`src/rtl/adc_scan_pkg.sv`:
```
// Shared definitions for the taxel ADC scan sequencer: FSM states, the timeout
// sentinel sample value and the counter-width helper.
package adc_scan_pkg;

  typedef enum logic [2:0] {
    ST_IDLE,
    ST_SETTLE,
    ST_START,
    ST_WAIT,
    ST_STORE
  } state_e;

  localparam int          DATA_W           = 16;
  localparam logic [15:0] TIMEOUT_SENTINEL = 16'h8000;

  // Bits needed for a down-counter that must hold max_val
  function automatic int cnt_width(input int max_val);
    return (max_val < 2) ? 1 : $clog2(max_val + 1);
  endfunction

endpackage

```
`src/rtl/adc_scan_seq_if.sv`:
```
// Handshake between the scan sequencer (master) and the ADC driver (slave).
interface adc_scan_seq_if;
  logic        adc_init_done;
  logic        adc_begin_conv;
  logic        adc_conv_done;
  logic [15:0] adc_conv_data;

  modport master (
    input  adc_init_done,
    input  adc_conv_done,
    input  adc_conv_data,
    output adc_begin_conv
  );

  modport slave (
    output adc_init_done,
    output adc_conv_done,
    output adc_conv_data,
    input  adc_begin_conv
  );
endinterface

```
`src/rtl/adc_scan_timer.sv`:
```
// Down-counter shared by mux settling and conversion timeout; o_expire marks
// the last counted cycle of a loaded interval.
module adc_scan_timer #(
  parameter int W = 16
) (
  input  logic         clk_50m,
  input  logic         rst_n,
  input  logic         i_load,
  input  logic [W-1:0] i_load_val,
  input  logic         i_count,
  output logic         o_expire
);

  logic [W-1:0] r_cnt;

  always_ff @(posedge clk_50m or negedge rst_n) begin
    if (!rst_n) begin
      r_cnt <= '0;
    end else if (i_load) begin
      r_cnt <= i_load_val;
    end else if (i_count && (r_cnt != '0)) begin
      r_cnt <= r_cnt - W'(1);
    end
  end

  assign o_expire = i_count && (r_cnt == W'(1));

endmodule

```
`src/rtl/adc_scan_seq.sv`:
```
// Taxel frame scanner: steps the analog mux over N_CH channels, settles,
// converts and emits one sample per channel. Define ADC_SCAN_AVG_EN to
// average two conversions per channel.
module adc_scan_seq
  import adc_scan_pkg::*;
#(
  parameter int N_CH        = 16,
  parameter int SETTLE_CYC  = 500,
  parameter int TIMEOUT_CYC = 5000
) (
  input  logic                    clk_50m,
  input  logic                    rst_n,
  input  logic                    frame_start,
  adc_scan_seq_if.master          adc,
  output logic [$clog2(N_CH)-1:0] mux_sel,
  output logic                    sample_valid,
  output logic [$clog2(N_CH)-1:0] sample_ch,
  output logic [DATA_W-1:0]       sample_data,
  output logic                    frame_done,
  output logic                    busy,
  output logic                    err_timeout
);

  localparam int CH_W    = $clog2(N_CH);
  localparam int TMR_MAX = (SETTLE_CYC > TIMEOUT_CYC) ? SETTLE_CYC : TIMEOUT_CYC;
  localparam int TMR_W   = cnt_width(TMR_MAX);

  state_e            r_state;
  logic [CH_W-1:0]   r_ch;
  logic [CH_W-1:0]   r_sample_ch;
  logic [DATA_W-1:0] r_sample_data;
  logic              r_begin_conv;
  logic              r_sample_valid;
  logic              r_frame_done;
  logic              r_busy;
  logic              r_err_timeout;

  logic              w_last_ch;
  logic              w_tmr_load;
  logic [TMR_W-1:0]  w_tmr_val;
  logic              w_tmr_count;
  logic              w_tmr_expire;

  assign w_last_ch = (r_ch == CH_W'(N_CH - 1));

  // Timer is reloaded in every state that precedes a timed state
  assign w_tmr_load  = (r_state == ST_IDLE) || (r_state == ST_START) || (r_state == ST_STORE);
  assign w_tmr_val   = (r_state == ST_START) ? TMR_W'(TIMEOUT_CYC) : TMR_W'(SETTLE_CYC);
  assign w_tmr_count = (r_state == ST_SETTLE) || (r_state == ST_WAIT);

  adc_scan_timer #(
    .W (TMR_W)
  ) u_timer (
    .clk_50m    (clk_50m),
    .rst_n      (rst_n),
    .i_load     (w_tmr_load),
    .i_load_val (w_tmr_val),
    .i_count    (w_tmr_count),
    .o_expire   (w_tmr_expire)
  );

`ifdef ADC_SCAN_AVG_EN
  logic               r_pass;
  logic [DATA_W-1:0]  r_first;
  logic signed [16:0] w_sum;
  logic [DATA_W-1:0]  w_avg;

  assign w_sum = $signed({r_first[15], r_first}) + $signed({adc.adc_conv_data[15], adc.adc_conv_data});
  assign w_avg = 16'(w_sum >>> 1);
`endif

  always_ff @(posedge clk_50m or negedge rst_n) begin
    if (!rst_n) begin
      r_state        <= ST_IDLE;
      r_ch           <= '0;
      r_sample_ch    <= '0;
      r_sample_data  <= '0;
      r_begin_conv   <= 1'b0;
      r_sample_valid <= 1'b0;
      r_frame_done   <= 1'b0;
      r_busy         <= 1'b0;
      r_err_timeout  <= 1'b0;
`ifdef ADC_SCAN_AVG_EN
      r_pass         <= 1'b0;
      r_first        <= '0;
`endif
    end else begin
      r_begin_conv   <= 1'b0;
      r_sample_valid <= 1'b0;
      r_frame_done   <= 1'b0;
      // Losing the ADC driver mid-frame abandons the frame silently
      if ((r_state != ST_IDLE) && !adc.adc_init_done) begin
        r_state <= ST_IDLE;
        r_busy  <= 1'b0;
      end else begin
        case (r_state)
          ST_IDLE: begin
            if (frame_start && adc.adc_init_done) begin
              r_state       <= ST_SETTLE;
              r_ch          <= '0;
              r_busy        <= 1'b1;
              r_err_timeout <= 1'b0;
`ifdef ADC_SCAN_AVG_EN
              r_pass        <= 1'b0;
`endif
            end
          end
          ST_SETTLE: begin
            if (w_tmr_expire) begin
              r_state      <= ST_START;
              r_begin_conv <= 1'b1;
            end
          end
          ST_START: begin
            r_state <= ST_WAIT;
          end
          ST_WAIT: begin
            if (adc.adc_conv_done) begin
`ifdef ADC_SCAN_AVG_EN
              if (!r_pass) begin
                r_first      <= adc.adc_conv_data;
                r_pass       <= 1'b1;
                r_state      <= ST_START;
                r_begin_conv <= 1'b1;
              end else begin
                r_sample_data  <= w_avg;
                r_state        <= ST_STORE;
                r_sample_valid <= 1'b1;
                r_sample_ch    <= r_ch;
                r_frame_done   <= w_last_ch;
              end
`else
              r_sample_data  <= adc.adc_conv_data;
              r_state        <= ST_STORE;
              r_sample_valid <= 1'b1;
              r_sample_ch    <= r_ch;
              r_frame_done   <= w_last_ch;
`endif
            end else if (w_tmr_expire) begin
              r_err_timeout  <= 1'b1;
              r_sample_data  <= TIMEOUT_SENTINEL;
              r_state        <= ST_STORE;
              r_sample_valid <= 1'b1;
              r_sample_ch    <= r_ch;
              r_frame_done   <= w_last_ch;
            end
          end
          ST_STORE: begin
`ifdef ADC_SCAN_AVG_EN
            r_pass <= 1'b0;
`endif
            if (w_last_ch) begin
              r_state <= ST_IDLE;
              r_busy  <= 1'b0;
            end else begin
              r_ch    <= r_ch + CH_W'(1);
              r_state <= ST_SETTLE;
            end
          end
          default: begin
            r_state <= ST_IDLE;
            r_busy  <= 1'b0;
          end
        endcase
      end
    end
  end

  assign adc.adc_begin_conv = r_begin_conv;
  assign mux_sel            = r_ch;
  assign sample_valid       = r_sample_valid;
  assign sample_ch          = r_sample_ch;
  assign sample_data        = r_sample_data;
  assign frame_done         = r_frame_done;
  assign busy               = r_busy;
  assign err_timeout        = r_err_timeout;

endmodule

```
`src/flat_wrapper.sv`:
```
// flat-port wrapper written by rule: the top's interface ports become plain ports
module adc_scan_seq_flat import adc_scan_pkg::*;
#(
  parameter int N_CH        = 16,
  parameter int SETTLE_CYC  = 500,
  parameter int TIMEOUT_CYC = 5000
)
  (clk_50m, rst_n, frame_start, mux_sel, sample_valid, sample_ch, sample_data, frame_done, busy, err_timeout, adc_adc_init_done, adc_adc_conv_done, adc_adc_conv_data, adc_adc_begin_conv);
  adc_scan_seq_if adc_i ();
  input  logic clk_50m;
  input  logic rst_n;
  input  logic frame_start;
  output logic [$clog2(N_CH)-1:0] mux_sel;
  output logic sample_valid;
  output logic [$clog2(N_CH)-1:0] sample_ch;
  output logic [DATA_W-1:0] sample_data;
  output logic frame_done;
  output logic busy;
  output logic err_timeout;
  input wire logic [$bits(adc_i.adc_init_done)-1:0] adc_adc_init_done;
  input wire logic [$bits(adc_i.adc_conv_done)-1:0] adc_adc_conv_done;
  input wire logic [$bits(adc_i.adc_conv_data)-1:0] adc_adc_conv_data;
  output wire logic [$bits(adc_i.adc_begin_conv)-1:0] adc_adc_begin_conv;
  assign adc_i.adc_init_done = adc_adc_init_done;
  assign adc_i.adc_conv_done = adc_adc_conv_done;
  assign adc_i.adc_conv_data = adc_adc_conv_data;
  assign adc_adc_begin_conv = adc_i.adc_begin_conv;
  adc_scan_seq #(.N_CH(N_CH), .SETTLE_CYC(SETTLE_CYC), .TIMEOUT_CYC(TIMEOUT_CYC)) u_core (.clk_50m(clk_50m), .rst_n(rst_n), .frame_start(frame_start), .adc(adc_i), .mux_sel(mux_sel), .sample_valid(sample_valid), .sample_ch(sample_ch), .sample_data(sample_data), .frame_done(frame_done), .busy(busy), .err_timeout(err_timeout));
endmodule
```
`config.mk`:
```
export PLATFORM = sky130hd
export DESIGN_NAME = adc_scan_seq_flat
export DESIGN_NICKNAME = d
export VERILOG_FILES = /design/src/rtl/adc_scan_pkg.sv /design/src/rtl/adc_scan_seq_if.sv /design/src/rtl/adc_scan_timer.sv /design/src/rtl/adc_scan_seq.sv /design/src/flat_wrapper.sv
export SDC_FILE = /design/constraint.sdc
export NUM_CORES = 1
export LEC_CHECK = 0
export CAP_MARGIN = 15
export CORE_UTILIZATION = 52
export CTS_BUF_LIST = sky130_fd_sc_hd__clkbuf_8
export DETAILED_ROUTE_END_ITERATION = 7
export GPL_ROUTABILITY_DRIVEN = 0
export PLACE_DENSITY = 0.83
export SKIP_LAST_GASP = 1
export SYNTH_ARGS = -nofsm -noshare
export SYNTH_HDL_FRONTEND = slang
export SYNTH_SLANG_ARGS = --single-unit
```
`constraint.sdc`:
```
create_clock -name clk_50m -period 3.05 [get_ports clk_50m]
set_input_delay 0.4575 -clock clk_50m [delete_from_list [all_inputs] [get_ports clk_50m]]
set_output_delay 0.4575 -clock clk_50m [all_outputs]
set_load 0.05 [all_outputs]
```
==> metrics.txt <==
H-tree levels 2; Setup Skew 0.00817 ns; outcome complete, but fails checks; failing checks DRC; Worst Setup End Kind flip-flop; Worst-Margin Slew 0.972 ns; leakage 1.23 nW; hold_ws 0.309 ns; setup bufs post-CTS 0; clk slew on worst S/H paths 0.08 ns; die area 4450 um^2; Relative slew margins 35.2%; P per Cell Area 399 nW/um^2; clock latency on the worst-skew pair 0.30 ns; final period utilization 79.2%; Max Cap Viol 0; Worst path max stage delay 0.65 ns; combined area of the multi-input logic cells 946 um^2; top cell type's share of synthesized area 51.7%; TritonCTS Buffers 5; clock sinks 45; Max clock buf depth 2; flop2flop setup slack 0.64 ns; Post-Syn Area 2180 um^2; Die Width 66.7 um; ys async rst share 100%; overall routing resource usage 23.8%; ys flop type dfrtp_1; sequential area share after synthesis 51.7%; post-DR vias/cell 5.93; Yosys warning total 0; Layout Nets 264; Slew Limit Fails 0; flops & latches, synth 45; pin count of the biggest net entering global routing 46; r2r endpoint u_core.sample_ch[2]; Switching Share 25.2%; reg-to-reg startpoint u_core.u_timer.r_cnt[1]; setup_tns 0 ns; IO Pins 50; crit path buf inv count 1; CTS Hold Bufs 0; crit path max fanout 22; Reg power frac 57.1%; DR WL/cell 16.5 um; Critical Path Start Type flip-flop; first-pass GRT wire length 7860 um; CP cell instances inv_1, ha_1, or4b_2, o41ai_4, nand2_2, mux2_4; # setup viols final 0; Clk pwr share 31.7%; Seq. cell area 1130 um^2; top cells by area, synth dfrtp_1 52%, a22o_1 6.8%, ha_1 2.3%; ANT nets after route 0; DRT iter0 DRCs 94; post_cts resized 0; CP max stage cell or4b_2; fin cells 290; Post-Place Cells 282; row cnt 23; worst hold path class in2async; synthesized net count 218; # DRC 1; final-report hold violation count 0; CTS tree done; Setup CP Type reg2reg; total core area 4000 um^2; CP arrival 2.60 ns; worst-case reg-to-reg path depth 6; combinational share of power 11.2%; cells after synthesis 193; initial core utilization 54.4%; maximum clock rate 414 MHz; drt first pass iters 6; unrepaired setup endpoints after global routing no; HPWL Detailed 3400 um; synthesized area per cell 11.3 um^2; Total Wirelength 4780 um; Cell variety after synth 51; Area growth syn-to-layout 26.4%; fraction of layout cells with a size suffix above 1 10.8%; Final Critical Period 2.41 ns; Antenna Cells 0; GRT overflow 0; P_sw 278 uW; vias post-DR 1719; FILL cells 316; internal power 822 uW; vias in the first global route 1656; clock root buffer clkbuf_8; Req. time, crit path 3.24 ns; worst vdd ir 0.229 mV; initial antenna violation count 0; number of synthesized flops with an enable pin 0; DIE HEIGHT 66.7 um; Synth area leader dfrtp_1; Top delay family on crit path simple AND/OR/NAND/NOR gates; Port Buf Inserts 49
[per-stage QoR]
step	setup WS, ns	instance area (um^2)	util, %	power, mW
after floorplan	0.890	2180	-	0.703
after global placement	0.679	2670	66.7	0.758
after detailed placement	0.631	2670	66.7	0.763
after CTS	0.638	2750	68.8	1.11
after global routing	0.535	2750	68.8	1.15
final	0.635	2750	68.8	1.10
[final cells by class]
class / instances / share of cell area, %
tap: 50 / 2.27
clock inverter: 3 / 0.545
clock buffer: 5 / 2.50
timing repair buffer: 51 / 18.2
inverter: 9 / 1.23
sequential: 45 / 40.9
multi-input combinational: 127 / 34.4
[worst max path at each step]
stage	start	to	slack (ns)	cells past startpoint
CTS	u_core.u_timer.r_cnt[1]	u_core.sample_ch[2]	0.64	6
floorplan	u_core.u_timer.r_cnt[1]	u_core.sample_ch[2]	0.89	7
finish	u_core.u_timer.r_cnt[1]	u_core.sample_ch[2]	0.64	6
global route	u_core.u_timer.r_cnt[1]	u_core.sample_ch[1]	0.53	6
detailed placement	u_core.u_timer.r_cnt[1]	u_core.sample_ch[1]	0.63	6
global placement	u_core.u_timer.r_cnt[1]	u_core.sample_ch[1]	0.68	6
[layer usage]
metal	global-route usage [%]	routed length [um]	up-vias	share of wire (%)
met4	7.98	75	0	1.6
met2	38.8	2410	43	50
met3	4.79	154	7	3.2
met5	0	0	-	0
met1	31.4	2140	849	45
li1	-	-	820	-
[registers in the layout (all words and copies together), names as in the netlist]
register	count
u_core.adc.adc_begin_conv	1
u_core.busy	1
u_core.err_timeout	1
u_core.frame_done	1
u_core.mux_sel	4
u_core.r_state	3
u_core.sample_ch	4
u_core.sample_data	16
u_core.sample_valid	1
u_core.u_timer.r_cnt	13
[power by group through the flow]
stage | Sequential, mW | Clock (mW) | Combinational, mW
after floorplan | 0.637 | 0 | 0.0665
after global placement | 0.638 | 0 | 0.120
after detailed placement | 0.639 | 0 | 0.124
after CTS | 0.627 | 0.359 | 0.124
after global routing | 0.630 | 0.387 | 0.138
final | 0.628 | 0.348 | 0.123
[cell usage after synthesis (3+ instances only)]
master and instances:
and3_1 4, nor3_1 4, o21ai_0 9, nor2_1 12, nand2_1 7, or4_1 3
ha_1 4, mux2_2 3, o21a_1 3, a31oi_1 3, nor4_1 3, dfrtp_1 45
buf_2 3, clkbuf_1 6, mux2i_1 3, a21oi_1 4, a41o_1 3, buf_6 3
inv_1 9, nand3_1 4, a21oi_2 3, a22o_1 17
[layout by cell type, fill, tap and decap left out, drive strengths merged, types with 2 or more instances in the layout]
master and count:
ha 4, a211o 2, a41o 3, nor3b 2, nor2 12, dfrtp 45
clkbuf 5, a21o 2, nand3 4, o22a 2, mux2i 3, nand2 8
or4 3, a31oi 3, and3 4, o21ai 9, or4b 2, a211oi 2
a21oi 7, nor4 3, nor2b 2, nand4 2, inv 11, nor3 4
buf 3, o21a 3, a22o 17, a21boi 2, mux2 5, nand2b 2
clkdlybuf4s50 48
[logic make-up after synthesis]
logic type	share of synthesized area, %
compound gates	22.8
xor+xnor	0.402
fa+ha+maj	2.30
buf+inv	4.83
flops	51.7
mux	4.31
simple gates	13.7
(Power assumes the default switching activity.)
